<file path="src/rtl/opll_bus_write_sequencer_if.sv">
// Host/bus bundle for opll_bus_write_sequencer: write handshake on the host side,
// YM2413-style CS_n/WR_n/A0/D pins toward the OPLL core.
`timescale 1ns/1ps
interface opll_bus_write_sequencer_if #(
  parameter int unsigned FIFO_DEPTH = 4
);
  localparam int unsigned LW = $clog2(FIFO_DEPTH) + 1;

  logic          i_wr_valid;
  logic [7:0]    i_wr_addr;
  logic [7:0]    i_wr_data;
  logic          o_wr_ready;
  logic          o_CS_n;
  logic          o_WR_n;
  logic          o_A0;
  logic [7:0]    o_D;
  logic          o_busy;
  logic [LW-1:0] o_level;

  // master: the host issuing writes and observing the bus
  modport master (
    output i_wr_valid, i_wr_addr, i_wr_data,
    input  o_wr_ready, o_CS_n, o_WR_n, o_A0, o_D, o_busy, o_level
  );

  // slave: the sequencer itself
  modport slave (
    input  i_wr_valid, i_wr_addr, i_wr_data,
    output o_wr_ready, o_CS_n, o_WR_n, o_A0, o_D, o_busy, o_level
  );
endinterface

</file>
<file path="src/rtl/opll_bus_write_sequencer.sv">
// FIFO-buffered OPLL register write sequencer: replays (addr, data) as an address
// then data bus cycle with post-write waits. Optional: OPLL_WRSEQ_SKIP_ADDR_EN.
`timescale 1ns/1ps
module opll_bus_write_sequencer #(
  parameter int unsigned FIFO_DEPTH = 4,
  parameter int unsigned PULSE_LEN  = 4,
  parameter int unsigned ADDR_WAIT  = 12,
  parameter int unsigned DATA_WAIT  = 84
) (
  input  logic                        clk,
  input  logic                        rst_n,
  opll_bus_write_sequencer_if.slave   bus
);

  localparam int unsigned PW      = $clog2(FIFO_DEPTH);
  localparam int unsigned LW      = PW + 1;
  localparam int unsigned MAX_PA  = (PULSE_LEN > ADDR_WAIT) ? PULSE_LEN : ADDR_WAIT;
  localparam int unsigned CNT_MAX = (MAX_PA > DATA_WAIT) ? MAX_PA : DATA_WAIT;
  localparam int unsigned CW      = (CNT_MAX > 1) ? $clog2(CNT_MAX) : 1;

  localparam logic [CW-1:0] PULSE_LOAD = CW'(PULSE_LEN - 1);
  localparam logic [CW-1:0] AWAIT_LOAD = CW'(ADDR_WAIT - 1);
  localparam logic [CW-1:0] DWAIT_LOAD = CW'(DATA_WAIT - 1);

  localparam logic [2:0] IDLE    = 3'd0;
  localparam logic [2:0] A_PULSE = 3'd1;
  localparam logic [2:0] A_WAIT  = 3'd2;
  localparam logic [2:0] D_PULSE = 3'd3;
  localparam logic [2:0] D_WAIT  = 3'd4;

  // FIFO storage: {addr, data}
  logic [15:0]   mem [FIFO_DEPTH];
  logic [PW-1:0] wr_ptr;
  logic [PW-1:0] rd_ptr;
  logic [LW-1:0] level;

  logic [2:0]    state;
  logic [CW-1:0] cnt;
  logic          strobe_n;
  logic          a0_q;
  logic [7:0]    d_q;
  logic [7:0]    cur_data;

  logic          full;
  logic          not_empty;
  logic          push;
  logic          pop;
  logic [7:0]    head_addr;
  logic [7:0]    head_data;
  logic          skip_a;

  always_comb begin
    full      = (level == LW'(FIFO_DEPTH));
    not_empty = (level != '0);
    push      = bus.i_wr_valid && !full;
    pop       = not_empty &&
                ((state == IDLE) || ((state == D_WAIT) && (cnt == '0)));
    head_addr = mem[rd_ptr][15:8];
    head_data = mem[rd_ptr][7:0];
  end

`ifdef OPLL_WRSEQ_SKIP_ADDR_EN
  logic [7:0] last_addr;
  logic       last_addr_valid;

  always_ff @(posedge clk or negedge rst_n) begin
    if (!rst_n) begin
      last_addr       <= '0;
      last_addr_valid <= 1'b0;
    end else if (pop) begin
      last_addr       <= head_addr;
      last_addr_valid <= 1'b1;
    end
  end

  always_comb begin
    skip_a = last_addr_valid && (head_addr == last_addr);
  end
`else
  always_comb begin
    skip_a = 1'b0;
  end
`endif

  always_ff @(posedge clk) begin
    if (push) begin
      mem[wr_ptr] <= {bus.i_wr_addr, bus.i_wr_data};
    end
  end

  // Pointers wrap naturally: FIFO_DEPTH is a power of two.
  always_ff @(posedge clk or negedge rst_n) begin
    if (!rst_n) begin
      wr_ptr <= '0;
      rd_ptr <= '0;
      level  <= '0;
    end else begin
      if (push) begin
        wr_ptr <= wr_ptr + PW'(1);
      end
      if (pop) begin
        rd_ptr <= rd_ptr + PW'(1);
      end
      case ({push, pop})
        2'b10:   level <= level + LW'(1);
        2'b01:   level <= level - LW'(1);
        default: level <= level;
      endcase
    end
  end

  always_ff @(posedge clk or negedge rst_n) begin
    if (!rst_n) begin
      state    <= IDLE;
      cnt      <= '0;
      strobe_n <= 1'b1;
      a0_q     <= 1'b0;
      d_q      <= '0;
      cur_data <= '0;
    end else begin
      case (state)
        IDLE, D_WAIT: begin
          if ((state == D_WAIT) && (cnt != '0)) begin
            cnt <= cnt - CW'(1);
          end else if (pop) begin
            // A repeated address (skip build only) jumps straight to the data phase.
            cur_data <= head_data;
            strobe_n <= 1'b0;
            cnt      <= PULSE_LOAD;
            if (skip_a) begin
              state <= D_PULSE;
              a0_q  <= 1'b1;
              d_q   <= head_data;
            end else begin
              state <= A_PULSE;
              a0_q  <= 1'b0;
              d_q   <= head_addr;
            end
          end else begin
            state <= IDLE;
          end
        end
        A_PULSE: begin
          if (cnt == '0) begin
            state    <= A_WAIT;
            strobe_n <= 1'b1;
            cnt      <= AWAIT_LOAD;
          end else begin
            cnt <= cnt - CW'(1);
          end
        end
        A_WAIT: begin
          if (cnt == '0) begin
            state    <= D_PULSE;
            a0_q     <= 1'b1;
            d_q      <= cur_data;
            strobe_n <= 1'b0;
            cnt      <= PULSE_LOAD;
          end else begin
            cnt <= cnt - CW'(1);
          end
        end
        D_PULSE: begin
          if (cnt == '0) begin
            state    <= D_WAIT;
            strobe_n <= 1'b1;
            cnt      <= DWAIT_LOAD;
          end else begin
            cnt <= cnt - CW'(1);
          end
        end
        default: begin
          state    <= IDLE;
          strobe_n <= 1'b1;
          cnt      <= '0;
        end
      endcase
    end
  end

  assign bus.o_wr_ready = !full;
  assign bus.o_CS_n     = strobe_n;
  assign bus.o_WR_n     = strobe_n;
  assign bus.o_A0       = a0_q;
  assign bus.o_D        = d_q;
  assign bus.o_busy     = (state != IDLE) || not_empty;
  assign bus.o_level    = level;

endmodule
</file>
<file path="src/flat_wrapper.sv">
// flat-port wrapper written by rule: the top's interface ports become plain ports
module opll_bus_write_sequencer_flat 
#(
  parameter int unsigned FIFO_DEPTH = 4,
  parameter int unsigned PULSE_LEN  = 4,
  parameter int unsigned ADDR_WAIT  = 12,
  parameter int unsigned DATA_WAIT  = 84
)
  (clk, rst_n, bus_i_wr_valid, bus_i_wr_addr, bus_i_wr_data, bus_o_wr_ready, bus_o_CS_n, bus_o_WR_n, bus_o_A0, bus_o_D, bus_o_busy, bus_o_level);
  opll_bus_write_sequencer_if #(.FIFO_DEPTH(FIFO_DEPTH)) bus_i ();
  input  logic clk;
  input  logic rst_n;
  input wire logic [$bits(bus_i.i_wr_valid)-1:0] bus_i_wr_valid;
  input wire logic [$bits(bus_i.i_wr_addr)-1:0] bus_i_wr_addr;
  input wire logic [$bits(bus_i.i_wr_data)-1:0] bus_i_wr_data;
  output wire logic [$bits(bus_i.o_wr_ready)-1:0] bus_o_wr_ready;
  output wire logic [$bits(bus_i.o_CS_n)-1:0] bus_o_CS_n;
  output wire logic [$bits(bus_i.o_WR_n)-1:0] bus_o_WR_n;
  output wire logic [$bits(bus_i.o_A0)-1:0] bus_o_A0;
  output wire logic [$bits(bus_i.o_D)-1:0] bus_o_D;
  output wire logic [$bits(bus_i.o_busy)-1:0] bus_o_busy;
  output wire logic [$bits(bus_i.o_level)-1:0] bus_o_level;
  assign bus_i.i_wr_valid = bus_i_wr_valid;
  assign bus_i.i_wr_addr = bus_i_wr_addr;
  assign bus_i.i_wr_data = bus_i_wr_data;
  assign bus_o_wr_ready = bus_i.o_wr_ready;
  assign bus_o_CS_n = bus_i.o_CS_n;
  assign bus_o_WR_n = bus_i.o_WR_n;
  assign bus_o_A0 = bus_i.o_A0;
  assign bus_o_D = bus_i.o_D;
  assign bus_o_busy = bus_i.o_busy;
  assign bus_o_level = bus_i.o_level;
  opll_bus_write_sequencer #(.FIFO_DEPTH(FIFO_DEPTH), .PULSE_LEN(PULSE_LEN), .ADDR_WAIT(ADDR_WAIT), .DATA_WAIT(DATA_WAIT)) u_core (.clk(clk), .rst_n(rst_n), .bus(bus_i));
endmodule
</file>
<file path="config.mk">
export PLATFORM = sky130hd
export DESIGN_NAME = opll_bus_write_sequencer_flat
export DESIGN_NICKNAME = d
export VERILOG_FILES = /design/src/rtl/opll_bus_write_sequencer_if.sv /design/src/rtl/opll_bus_write_sequencer.sv /design/src/flat_wrapper.sv
export SDC_FILE = /design/constraint.sdc
export NUM_CORES = 1
export LEC_CHECK = 0
export ABC_AREA = 1
export CELL_PAD_IN_SITES_DETAIL_PLACEMENT = 1
export CELL_PAD_IN_SITES_GLOBAL_PLACEMENT = 1
export CORE_MARGIN = 2
export CORE_UTILIZATION = 50
export CTS_CLUSTER_SIZE = 25
export DETAILED_ROUTE_END_ITERATION = 10
export PLACE_DENSITY_LB_ADDON = 0.1
export SYNTH_ARGS = -nofsm -noshare
export SYNTH_HDL_FRONTEND = slang
export SYNTH_SLANG_ARGS = --single-unit
</file>
<file path="constraint.sdc">
create_clock -name clk -period 7.15 [get_ports clk]
set_input_delay 0.715 -clock clk [delete_from_list [all_inputs] [get_ports clk]]
set_output_delay 0.715 -clock clk [all_outputs]
set_load 0.03 [all_outputs]
</file>
==> impl_metrics.yaml <==
critical_path:
  cp.arrival_ns: 3.37
  cp_top_family: "buffers and inverters"
  worst-setup-path-type: "register to register"
  rrSetupSlack_ns: 4.03
  r2r_end: "u_core.cur_data[0]"
  worstPathCellList: "clkinv_1 > o21ai_0 > o22ai_1 > nand2_1 > o21ai_2"
  timing.critical_path.fanout_max: 34
  crit_required_ns: 7.41
  r2r_cells: 5
  cp_slowest_cell: "clkinv_1"
  critPathMaxStageDelay_ns: 1.11
  critical_path.endpoint_type: "register"
  r2r-start: "u_core.rd_ptr[0]"
  cp-start-kind: "register"
  path_buf_inv: 1
clocking:
  cts_resized: 0
  cts_tree: "yes"
  cts_made_buffers: 9
  cts_sinks: 99
  clk_path_buf_depth: 2
  path_clk_slew_ns: 0.10
  clock_latency_ns: 0.37
  postCtsHoldBufs: 0
  htree_levels: 3
  cts_root_buffer: "clkbuf_8"
  post_cts_buffers: 0
timing:
  max_freq_mhz: 321.0
  skew_ns: 0.01838
  worst_slew_pin_slew_ns: 1.028
  period_needed_ns: 3.115
  tns_ns: 0
  slew_viol_final: 0
  rsz0062_at_grt: "false"
  final-setup-viol-count: 0
  hold_viol: 0
  fin_crit_sh: 0.4357
  relSlewSlack: 0.3145
placed_design:
  numPortBuffers: 34
  gp_congestion: 0.8509
  post-dp-hpwl_mm: 6.450
power_and_ir_drop:
  p_per_area_nw_per_um2: 444.9
  p_leak_nw: 2.010
  vdd_ir_drop_max_v: 0.0001769
floorplan:
  coreArea_sq_um: 8299
  die_width_um: 97.09
  ios: 35
  dieArea_sq_um: 9426
  rows: 33
  start_util: 0.5221
  die_height_um: 97.09
cells_and_area:
  areaGrowthSynthToFinish_pct: 14.58
  fin_util: 0.5982
  nets: 460
  drive_gt1_frac: 0.09817
  diodes: 0
synth:
  synth.net_count: 425
  syn_area_sq_um: 4333
  synth-seq-area-share: 0.6460
  synth_area_per_cell_sq_um: 10.89
  synth_cells: 398
  synth-seq-cells: 99
  yosysWarnings: 0
  synth_cell_types: 34
detailed_routing:
  vias_per_cell: 5.420
  wl_mm: 9.469
  drt_iter0_markers: 129
  drc: 0
  wl_per_cell_um: 17.44
  vias: 2943
  first_pass_iters: 4
  ant_nets: 0
grt:
  grt_pass1_wl_mm: 15.87
  grt_overflow_total: 0
  grt_max_degree: 36
  antenna_found_initial: 0
  track_usage: 0.2139
  first_global_vias: 3165
hold_path:
  hold_path_depth: 2
  hold-path-endpoint: "u_core.bus.o_CS_n"
  timing.hold.worst.start: "u_core.bus.o_CS_n"
  holdCritPathClass: "register to register"
run_status:
  status: "complete, no violations"
run:
  timing.max_cap.violations: 0
## cell usage in the layout, fill, tap and decap left out, drive strengths merged
| cell type | netlist | routed |
|---|---|---|
| nand2 | 101 | 101 |
| edfxtp | 64 | 64 |
| nand3 | 43 | 43 |
| o21ai | 40 | 40 |
| inv | 31 | 35 |
| clkdlybuf4s50 | 0 | 34 |
| dfrtp | 34 | 34 |
| nor2 | 34 | 34 |
| clkbuf | 3 | 9 |
| o22ai | 8 | 8 |
| ha | 7 | 7 |
| buf | 12 | 5 |
| xor2 | 4 | 4 |
| a21oi | 4 | 4 |
| nand4 | 3 | 3 |
| xnor2 | 3 | 3 |
| clkinv | 1 | 2 |
| nor3 | 2 | 2 |
| o21a | 1 | 1 |
| o211ai | 1 | 1 |
| fa | 1 | 1 |
| clkinvlp | 0 | 1 |
| bufinv | 0 | 1 |
| dfstp | 1 | 1 |
## final cells by class
| class | count | area (sq um) |
|---|---|---|
| fillers | 899 | 3334 |
| well taps | 105 | 131.4 |
| clock inverters | 7 | 81.33 |
| clock buffers | 9 | 123.9 |
| flip-flops and latches | 99 | 2799 |
| multi-input cells | 252 | 1326 |
| inverters | 32 | 125.1 |
| repair buffers | 39 | 377.9 |
## state kept, by name, indices dropped and copies added (netlist names), 2 cells and up
| register | count |
|---|---|
| u_core.bus.o_D | 8 |
| u_core.wr_ptr | 2 |
| u_core.mem | 64 |
| u_core.state | 3 |
| u_core.rd_ptr | 2 |
| u_core.cur_data | 8 |
| u_core.cnt | 7 |
| u_core.bus.o_level | 3 |
## routing by layer
layer / routed length [um] / track usage
met2: 4727 / 0.3531
met4: 103 / 0.09859
met3: 405 / 0.02950
met1: 4232 / 0.2825
met5: 0 / 0
## where the power goes
group / internal [mW] / total, mW / leakage [nW] / switching, mW
clock: 0.168 / 0.375 / 0.102 / 0.207
combinational: 0.317 / 0.923 / 0.891 / 0.606
sequential: 0.786 / 0.911 / 1.02 / 0.125
total: 1.27 / 2.21 / 2.01 / 0.938
## worst reg2reg max path: stages, from the launching register on
cell and delay (ns):
dfrtp_1 1.02, clkinv_1 1.13, o21ai_0 0.57, o22ai_1 0.14, nand2_1 0.11, o21ai_2 0.05
## logic make-up (layout without fill, tap and decap cells)
group                      after synthesis  count (layout)  synth area share
xor gates and xnor gates                 7               7           0.01415
adders and majority gates                8               8           0.02483
buffers and inverters                   47              87           0.04793
DFF                                     99              99            0.6460
AOI/OAI and AO/OA                       54              54           0.07017
and+or+nand+nor                        183             183            0.1969
## cell usage after synthesis (all sizes together)
| cell type | count | area, sq um |
|---|---|---|
| o211ai | 1 | 7.510 |
| nand2 | 101 | 429.2 |
| clkinv | 1 | 3.750 |
| edfxtp | 64 | 1922 |
| dfrtp | 34 | 850.8 |
| dfstp | 1 | 26.28 |
| inv | 31 | 121.4 |
| clkbuf | 3 | 11.26 |
| fa | 1 | 20.02 |
| buf | 12 | 71.31 |
| ha | 7 | 87.58 |
| a21oi | 4 | 20.02 |
| xnor2 | 3 | 26.28 |
| o21a | 1 | 7.510 |
| nor3 | 2 | 15.01 |
| xor2 | 4 | 35.03 |
| nand3 | 43 | 237.7 |
| nor2 | 34 | 152.6 |
| o22ai | 8 | 50.05 |
| nand4 | 3 | 18.77 |
| o21ai | 40 | 219.0 |
## metrics by stage
step           cells  hold slack, ns  worst slack (ns)  area (sq um)  power (mW)
6_report         543          0.4783             4.035          4965       2.209
4_1_cts          543          0.4839             4.008          4965       2.230
2_1_floorplan    398          0.4194             4.758          4333       1.564
3_3_place_gp     527          0.4569             4.291          4760       1.803
5_1_grt          543          0.5062             3.659          4965       2.377
3_5_place_dp     527          0.4611             4.026          4760       1.851
## worst max path at each step
| stage | start | endpoint | slack (ns) | depth (start not counted) |
|---|---|---|---|---|
| after floorplan | u_core.cnt[0] | u_core.bus.o_level[2] | 4.76 | 15 |
| after global placement | u_core.rd_ptr[0] | u_core.bus.o_D[7] | 4.29 | 7 |
| after detailed placement | u_core.rd_ptr[0] | u_core.cur_data[7] | 4.03 | 5 |
| after CTS | u_core.rd_ptr[0] | u_core.cur_data[7] | 4.01 | 5 |
| after global routing | u_core.rd_ptr[0] | u_core.cur_data[7] | 3.66 | 5 |
| final | u_core.rd_ptr[0] | u_core.cur_data[0] | 4.03 | 5 |
Power figures use the tool's default switching activity.
